`config.mk`:
```
export PLATFORM = sky130hd
export DESIGN_NAME = fp_mul_accumulator_flat
export DESIGN_NICKNAME = d
export VERILOG_FILES = /design/src/rtl/fp_acc_if.sv /design/src/rtl/fp_mul_accumulator.sv /design/src/flat_wrapper.sv
export SDC_FILE = /design/constraint.sdc
export NUM_CORES = 1
export LEC_CHECK = 0
export ABC_CLOCK_PERIOD_IN_PS = 6000
export BUFFER_PORTS_ARGS = -buffer_cell sky130_fd_sc_hd__buf_2
export CORE_ASPECT_RATIO = 1.75
export CORE_MARGIN = 10
export CORE_UTILIZATION = 41
export CTS_CLUSTER_DIAMETER = 40
export CTS_CLUSTER_SIZE = 20
export DETAILED_ROUTE_END_ITERATION = 8
export GPL_TIMING_DRIVEN = 0
export MAX_ROUTING_LAYER = met4
export PLACE_DENSITY_LB_ADDON = 0.12
export RECOVER_POWER = 25
export SLEW_MARGIN = 5
export SYNTH_ARGS = -nofsm -noshare
export SYNTH_HDL_FRONTEND = slang
export SYNTH_SLANG_ARGS = --single-unit
```
`constraint.sdc`:
```
create_clock -name clk -period 6 [get_ports clk]
set_input_delay 1.2 -clock clk [delete_from_list [all_inputs] [get_ports clk]]
set_output_delay 1.2 -clock clk [all_outputs]
set_load 0.01 [all_outputs]
```
`src/rtl/fp_acc_if.sv`:
```
// Valid/ready stream bundle for the FP accumulator: product input side and total output side.
interface fp_acc_if #(parameter int N = 32);
   logic         in_valid;
   logic         in_ready;
   logic [N-1:0] in_data;
   logic         in_last;
   logic         out_valid;
   logic         out_ready;
   logic [N-1:0] out_data;

   modport master (output in_valid, in_data, in_last, out_ready,
                   input  in_ready, out_valid, out_data);
   modport slave  (input  in_valid, in_data, in_last, out_ready,
                   output in_ready, out_valid, out_data);
endinterface

```
`src/rtl/fp_mul_accumulator.sv`:
```
// Multi-cycle IEEE-754 accumulator (no rounding, subnormals flushed) summing a product stream.
// Optional FP_ACC_FLAGS_EN adds sticky flag_ovf/flag_unf/flag_nan outputs per reduction.
//
// state | meaning
// IDLE  | ready for a product; capture in_data/in_last
// ALIGN | resolve specials, else order operands and align smaller mantissa
// ADD   | add or subtract aligned mantissas
// NORM  | normalise one bit per cycle, then write acc
// OUT   | hold finished total until out_ready
module fp_mul_accumulator #(
   parameter int N = 32
) (
   input  logic    clk,
   input  logic    rst,
   fp_acc_if.slave bus,
   output logic    busy
`ifdef FP_ACC_FLAGS_EN
   ,
   output logic    flag_ovf,
   output logic    flag_unf,
   output logic    flag_nan
`endif
);
   localparam int E = (N == 64) ? 11 : 8;
   localparam int M = N - E - 1;
   localparam int W = M + 4;
   localparam logic [E-1:0]          EMAX      = '1;
   localparam logic [E-1:0]          SHIFT_OUT = E'(M + 3);
   localparam logic signed [E+1:0]   EXP_MAX   = (E+2)'((2 ** E) - 1);
   localparam logic signed [E+1:0]   EXP_ONE   = (E+2)'(1);
   localparam logic [N-1:0]          NAN_WORD  = {1'b0, EMAX, {M{1'b1}}};

   typedef enum logic [2:0] {IDLE, ALIGN, ADD, NORM, OUT} state_t;
   state_t state, nstate;

   logic [N-1:0]          acc, in_q, out_q;
   logic                  last_q, sign_r, sub_r;
   logic [W-1:0]          mant, mant_b;
   logic signed [E+1:0]   exp_r;

   logic          sa, sb;
   logic [E-1:0]  ea, eb;
   logic [M-1:0]  ma, mb;
   assign {sa, ea, ma} = acc;
   assign {sb, eb, mb} = in_q;

   logic          a_zero, b_zero, a_nan, b_nan, a_inf, b_inf;
   logic          spec_hit, spec_nan;
   logic [N-1:0]  spec_res;

   always_comb begin
      a_zero   = (ea == '0);
      b_zero   = (eb == '0);
      a_nan    = (ea == EMAX) && (ma != '0);
      b_nan    = (eb == EMAX) && (mb != '0);
      a_inf    = (ea == EMAX) && (ma == '0);
      b_inf    = (eb == EMAX) && (mb == '0);
      spec_hit = 1'b1;
      spec_nan = 1'b0;
      spec_res = acc;
      if (a_nan || b_nan || (a_inf && b_inf && (sa != sb))) begin
         spec_res = NAN_WORD;
         spec_nan = 1'b1;
      end else if (a_inf) begin
         spec_res = acc;
      end else if (b_inf) begin
         spec_res = in_q;
      end else if (b_zero) begin
         spec_res = a_zero ? '0 : acc;
      end else if (a_zero) begin
         spec_res = in_q;
      end else begin
         spec_hit = 1'b0;
      end
   end

   logic          swap, s_big;
   logic [E-1:0]  e_big, e_sml, diff;
   logic [M-1:0]  m_big, m_sml;
   logic [W-1:0]  sml_sh;

   always_comb begin
      swap   = {eb, mb} > {ea, ma};
      s_big  = swap ? sb : sa;
      e_big  = swap ? eb : ea;
      m_big  = swap ? mb : ma;
      e_sml  = swap ? ea : eb;
      m_sml  = swap ? ma : mb;
      diff   = e_big - e_sml;
      sml_sh = (diff >= SHIFT_OUT) ? '0 : ({2'b01, m_sml, 2'b00} >> diff);
   end

   // A carry finishes in the same cycle as its shift; otherwise shift left until the hidden bit is set.
   logic                  norm_done, norm_ovf, norm_unf;
   logic [N-1:0]          norm_res;
   logic [W-1:0]          m_fin;
   logic signed [E+1:0]   e_fin;

   always_comb begin
      norm_done = 1'b0;
      norm_ovf  = 1'b0;
      norm_unf  = 1'b0;
      norm_res  = '0;
      m_fin     = mant;
      e_fin     = exp_r;
      if (mant == '0) begin
         norm_done = 1'b1;
      end else if (mant[W-1]) begin
         m_fin     = mant >> 1;
         e_fin     = exp_r + EXP_ONE;
         norm_done = 1'b1;
      end else if (mant[W-2]) begin
         norm_done = 1'b1;
      end
      if (norm_done && (mant != '0)) begin
         if (e_fin >= EXP_MAX) begin
            norm_res = {sign_r, EMAX, {M{1'b0}}};
            norm_ovf = 1'b1;
         end else if (e_fin < EXP_ONE) begin
            norm_unf = 1'b1;
         end else begin
            norm_res = {sign_r, e_fin[E-1:0], m_fin[M+1:2]};
         end
      end
   end

   always_ff @(posedge clk or posedge rst) begin
      if (rst) state <= IDLE;
      else     state <= nstate;
   end

   always_comb begin
      nstate        = state;
      bus.in_ready  = 1'b0;
      bus.out_valid = 1'b0;
      busy          = 1'b1;
      case (state)
         IDLE: begin
            bus.in_ready = 1'b1;
            busy         = 1'b0;
            if (bus.in_valid) nstate = ALIGN;
         end
         ALIGN: begin
            if (spec_hit) nstate = last_q ? OUT : IDLE;
            else          nstate = ADD;
         end
         ADD:  nstate = NORM;
         NORM: if (norm_done) nstate = last_q ? OUT : IDLE;
         OUT: begin
            bus.out_valid = 1'b1;
            if (bus.out_ready) nstate = IDLE;
         end
         default: nstate = IDLE;
      endcase
   end

   assign bus.out_data = out_q;

   always_ff @(posedge clk or posedge rst) begin
      if (rst) begin
         acc    <= '0;
         in_q   <= '0;
         out_q  <= '0;
         last_q <= 1'b0;
         sign_r <= 1'b0;
         sub_r  <= 1'b0;
         mant   <= '0;
         mant_b <= '0;
         exp_r  <= '0;
      end else begin
         case (state)
            IDLE: if (bus.in_valid) begin
               in_q   <= bus.in_data;
               last_q <= bus.in_last;
            end
            ALIGN: begin
               if (spec_hit) begin
                  acc <= spec_res;
                  if (last_q) out_q <= spec_res;
               end else begin
                  mant   <= {2'b01, m_big, 2'b00};
                  mant_b <= sml_sh;
                  exp_r  <= {2'b00, e_big};
                  sign_r <= s_big;
                  sub_r  <= sa ^ sb;
               end
            end
            ADD: mant <= sub_r ? (mant - mant_b) : (mant + mant_b);
            NORM: begin
               if (norm_done) begin
                  acc <= norm_res;
                  if (last_q) out_q <= norm_res;
               end else begin
                  mant  <= mant << 1;
                  exp_r <= exp_r - EXP_ONE;
               end
            end
            OUT: if (bus.out_ready) acc <= '0;
            default: ;
         endcase
      end
   end

`ifdef FP_ACC_FLAGS_EN
   always_ff @(posedge clk or posedge rst) begin
      if (rst) begin
         flag_ovf <= 1'b0;
         flag_unf <= 1'b0;
         flag_nan <= 1'b0;
      end else if (state == OUT && bus.out_ready) begin
         flag_ovf <= 1'b0;
         flag_unf <= 1'b0;
         flag_nan <= 1'b0;
      end else begin
         if (state == ALIGN && spec_hit && spec_nan) flag_nan <= 1'b1;
         if (state == NORM && norm_done && norm_ovf) flag_ovf <= 1'b1;
         if (state == NORM && norm_done && norm_unf) flag_unf <= 1'b1;
      end
   end
`else
   logic unused_flag_events;
   assign unused_flag_events = ^{spec_nan, norm_ovf, norm_unf};
`endif
endmodule

```
`src/flat_wrapper.sv`:
```
// flat-port wrapper written by rule: the top's interface ports become plain ports
module fp_mul_accumulator_flat 
#(
   parameter int N = 32
)
  (clk, rst, busy, bus_in_valid, bus_in_data, bus_in_last, bus_out_ready, bus_in_ready, bus_out_valid, bus_out_data);
  fp_acc_if #(.N(N)) bus_i ();
  input  logic clk;
  input  logic rst;
  output logic busy;
  input wire logic [$bits(bus_i.in_valid)-1:0] bus_in_valid;
  input wire logic [$bits(bus_i.in_data)-1:0] bus_in_data;
  input wire logic [$bits(bus_i.in_last)-1:0] bus_in_last;
  input wire logic [$bits(bus_i.out_ready)-1:0] bus_out_ready;
  output wire logic [$bits(bus_i.in_ready)-1:0] bus_in_ready;
  output wire logic [$bits(bus_i.out_valid)-1:0] bus_out_valid;
  output wire logic [$bits(bus_i.out_data)-1:0] bus_out_data;
  assign bus_i.in_valid = bus_in_valid;
  assign bus_i.in_data = bus_in_data;
  assign bus_i.in_last = bus_in_last;
  assign bus_i.out_ready = bus_out_ready;
  assign bus_in_ready = bus_i.in_ready;
  assign bus_out_valid = bus_i.out_valid;
  assign bus_out_data = bus_i.out_data;
  fp_mul_accumulator #(.N(N)) u_core (.clk(clk), .rst(rst), .bus(bus_i), .busy(busy));
endmodule
```
==> out/summary.md <==
The run finished, with violations left. The checks that failed: capacitance limit, slew limit. The detailed router finished its first iteration with 1135 violations. The hold violation count in the final report is 0, and the floorplan die height is 258.3 um. TritonCTS built the clock tree. On the worst path, the slowest cell contributes a delay of 0.66 ns.

Synthesis produced a netlist whose cell count is 1560. Setup violations remaining at the end of the flow were counted as 0. Buffers placed on the I/O ports in this run total 71.

The logs give 0.9964 for the final estimated routing congestion in global placement and 0.3104 for the sequential-to-total area share from yosys stat. The synthesized-area fraction occupied by and/or/nand/nor cells was 0.1804; the register bit total from synthesis was 165. Setup repair after global routing could not meet its margin everywhere. The number of clock sinks seen by CTS is 165. The routed layout has 13280 vias. The core area came out at 0.03211 sq mm.

The root buffer cell was clkbuf_16. The average via count per standard cell came out at 6.429. The mapped netlist covers 0.01330 sq mm. The logs give 13290 for the via count of the first global-routing pass and 84140 um for the wire length of the first global-routing pass. The share of synthesized registers carrying an async set or reset is 1.000. The register clock-pin slew on the reported worst setup and hold paths was 0.07 ns; the ratio of final minimum period to clock period was 0.9570. The fill cell total of the finished layout came out at 3213.

The measured slew at the worst slew-check pin came out at 3.144 ns. The worst setup path is captured at a flip-flop. After detailed routing, the total wire length is 56490 um. By area the synthesized netlist is led by dfrtp_1, ha_1, nand2_1. The per-cell routed wire length came out at 27.34 um. Counting along the longest clock path gives a buffer depth of 2. The compound-gate portion of the synthesized area was 0.2469; the maximum level of the CTS H-tree was 4.

The worst min-delay path category was reg -> reg. For the relative slew slack, the log shows -1.107. The slowest stage of the critical path belongs to the cell or4_1. After legalization and detailed placement, the total HPWL measured 45210 um. After synthesis, the mean cell area works out to 8.527 sq um. The area added between synthesis and finish is 11.74%, and the first-pass iteration count of the detailed router is 6. For this run, the top clock speed supported by timing is 0.1742 GHz. The classification of the worst setup path was reg -> reg. The tools report the maximum number of pins on one net before global-route repair as 103. Most instantiated flip-flop cell in the synthesis netlist: dfrtp_1. The logs give 87 for the number of standard-cell rows in the floorplan and 0.01722 ns for the clock skew. The number of buffers and inverters on the critical path is 4. The number of antenna violations at the first check in global routing was 0. Utilization after layout: 0.4628. The mux contribution to synthesized area is 0.1163. The die covers 0.04033 sq mm. The max-cap check violation count came out at 1.

The remaining antenna violation count is 0, and the net count after synthesis is 1659. Along the worst path, the maximum fanout reaches 10. The count of flip-flops with a built-in enable after synthesis was 0.

After synthesis, the largest family of logic cells by area is compound AO/OA/AOI/OAI gates. The remaining routing DRC violations is 0, and the final period demand of the worst path is 5.742 ns. Share of cells above drive strength 1: 0.1309. The number of pins with negative max-slew slack in the final report was 64.

For this run the aggregate overflow at the end of global routing stands at 0. For the net count of the finished layout, the log shows 1752. The critical path goes through inv_1 -> ha_1 -> and4_1 -> nand4bb_4 -> o41ai_4 -> o22a_4 -> nand2_1 -> clkbuf_4 -> clkbuf_2 -> clkbuf_4 -> mux2i_1 -> ha_2 -> nand2_1 -> a31o_2 -> a21oi_1 -> o21ai_0 -> o211ai_1 -> nand2_2 -> or4_1 -> o311ai_1. Family of cells with the greatest summed delay on the critical path: compound AO/OA/AOI/OAI gates. Antenna diode count: 0.

The worst setup path is launched from a flip-flop. The netlist uses 81 different library cells. STA puts the critical path data required time at 6.36 ns.

The floorplan die width was 156.2 um; the effective utilization at floorplan was 0.4142. Area share of the leading cell type in the synthesized netlist: 0.3104. For the I/O pin count, the log shows 72. The clock latency on the worst-skew pair is 0.47 ns, and the xor and xnor fraction of the mapped netlist area is 0.03810. Largest area contributor in the synthesized netlist: dfrtp_1. Counting the buffers created by CTS gives 17. The signal arrival time at the worst endpoint is 6.10 ns. The total global routing track utilization is 0.2866, and the area share of fa/ha/maj cells after synthesis is 0.05888. Yosys printed 0 warnings.
[worst register-to-register path: stages, from the launching register on]
cell	delay, ns
dfrtp_1	0.59
inv_1	0.20
ha_1	0.36
and4_1	0.29
nand4bb_4	0.19
o41ai_4	0.44
o22a_4	0.25
nand2_1	0.14
clkbuf_4	0.25
clkbuf_2	0.24
clkbuf_4	0.25
mux2i_1	0.18
ha_2	0.25
nand2_1	0.08
a31o_2	0.27
a21oi_1	0.16
o21ai_0	0.10
o211ai_1	0.30
nand2_2	0.18
or4_1	0.66
o311ai_1	0.26
[cell usage after synthesis (all sizes together), types with 5 or more instances]
| cell | count |
|---|---|
| a222oi | 7 |
| o2111ai | 5 |
| and2 | 12 |
| a221o | 6 |
| o22ai | 11 |
| nor4 | 30 |
| nand2b | 13 |
| o21a | 34 |
| nand4 | 24 |
| and3 | 11 |
| o31ai | 12 |
| dfrtp | 165 |
| or3 | 10 |
| a21o | 14 |
| a211oi | 11 |
| o21ai | 136 |
| mux4 | 24 |
| a311oi | 29 |
| ha | 61 |
| inv | 67 |
| clkbuf | 85 |
| mux2 | 35 |
| nand3 | 38 |
| a32oi | 7 |
| nand3b | 6 |
| nand2 | 192 |
| o22a | 29 |
| o221ai | 28 |
| nor2b | 9 |
| nor3 | 25 |
| a21oi | 93 |
| mux2i | 60 |
| nor2 | 116 |
| xnor2 | 47 |
| xor2 | 10 |
| o211ai | 16 |
| buf | 15 |
| a31oi | 15 |
[cell families (layout without fill, tap and decap cells)]
group                    count (synthesis)  in the layout
XOR/XNOR                                57             57
buffers and inverters                  167            273
multiplexers                           119            119
adder cells (fa/ha/maj)                 62             62
AND/OR/NAND/NOR                        503            503
flip-flops                             165            165
AO/OA/AOI/OAI                          487            487
[stage by stage]
stage	hold slack (ns)	cell area, sq um	instances	setup slack [ns]	TNS [ns]
floorplan	0.4418	13300	1560	0.3383	0
global placement	0.4719	14160	2031	-1.873	-315.51
detailed placement	0.4751	14200	2032	-0.7042	-13.84
CTS	0.4909	14780	2061	0.05550	0
global route	0.5103	14860	2066	-0.008964	-0.008964
finish	0.4849	14860	2066	0.2580	0
[sequential cells by signal, summed over array words and instances, names as in the netlist]
signal and flops:
u_core.acc 32, u_core.bus.out_data 32, u_core.in_q 32, u_core.mant 27, u_core.mant_b 26, u_core.exp_r 10, u_core.state 3, u_core.last_q 1
u_core.sign_r 1, u_core.sub_r 1
[per-layer routing]
metal  global-route usage  routed length, um  vias up  part of all wire
met5                    -                  0        -                 0
met4               0.1947               4492        0             0.080
met3              0.03930               2569      179             0.045
met2               0.5064              29690      519              0.53
met1               0.2861              19740     6545              0.35
li1                     -                  -     6040                 -
[final timing paths]
| kind | startpoint | to | cells after the start | slack (ns) |
|---|---|---|---|---|
| worst max-delay path | u_core.acc[21] | u_core.mant_b[14] | 20 | 0.26 |
| max in group asynchronous | rst | u_core.acc[29] | 2 | 2.76 |
| min in group asynchronous | rst | u_core.mant_b[13] | 2 | 1.62 |
| worst max register to register | u_core.acc[21] | u_core.mant_b[14] | 20 | 0.26 |
| worst min-delay path | u_core.bus.out_data[12] | u_core.bus.out_data[12] | 1 | 0.48 |
| worst min register to register | u_core.bus.out_data[12] | u_core.bus.out_data[12] | 1 | 0.48 |
[cell type report]
| type | instances | area [sq um] | area share |
|---|---|---|---|
| Clock buffer | 19 | 432.9 | 0.02913 |
| Sequential cell | 165 | 4140 | 0.2786 |
| Multi-Input combinational cell | 1228 | 8568 | 0.5765 |
| Buffer | 97 | 400.4 | 0.02694 |
| Tap cell | 400 | 500.5 | 0.03367 |
| Clock inverter | 13 | 147.6 | 0.009934 |
| Timing Repair Buffer | 77 | 420.4 | 0.02829 |
| Inverter | 67 | 252.7 | 0.01700 |
[cells in the final DEF (no fill, tap or decap), types with 9 or more instances in the layout]
master,count
nand2_1,188
dfrtp_1,156
nor2_1,114
o21ai_0,110
a21oi_1,92
clkbuf_1,82
buf_2,77
inv_1,64
mux2i_1,60
ha_1,59
xnor2_1,46
nand3_1,38
mux2_2,35
o21a_1,34
nor4_1,29
a311oi_1,28
o22a_1,28
o221ai_1,28
o21ai_1,26
nor3_1,24
nand4_1,23
mux4_2,21
clkbuf_16,17
o211ai_1,16
a31oi_1,15
a21o_1,14
nand2b_1,13
and2_1,12
o31ai_1,12
and3_1,11
or3_1,10
a211oi_1,10
o22ai_1,10
xor2_1,10
nor2b_1,9
dfrtp_2,9
[what timing repair did]
action | in CTS | in global routing
endpoints found under the setup margin | 26 | 26
gates resized for setup | 7 | 20
pin swaps | 0 | 7
hold buffers | 0 | 0
setup buffers | 0 | 5
Power is left out: the tool's default activity adds up to more than one toggle a clock period on the data nets, which glitch-free logic cannot reach.
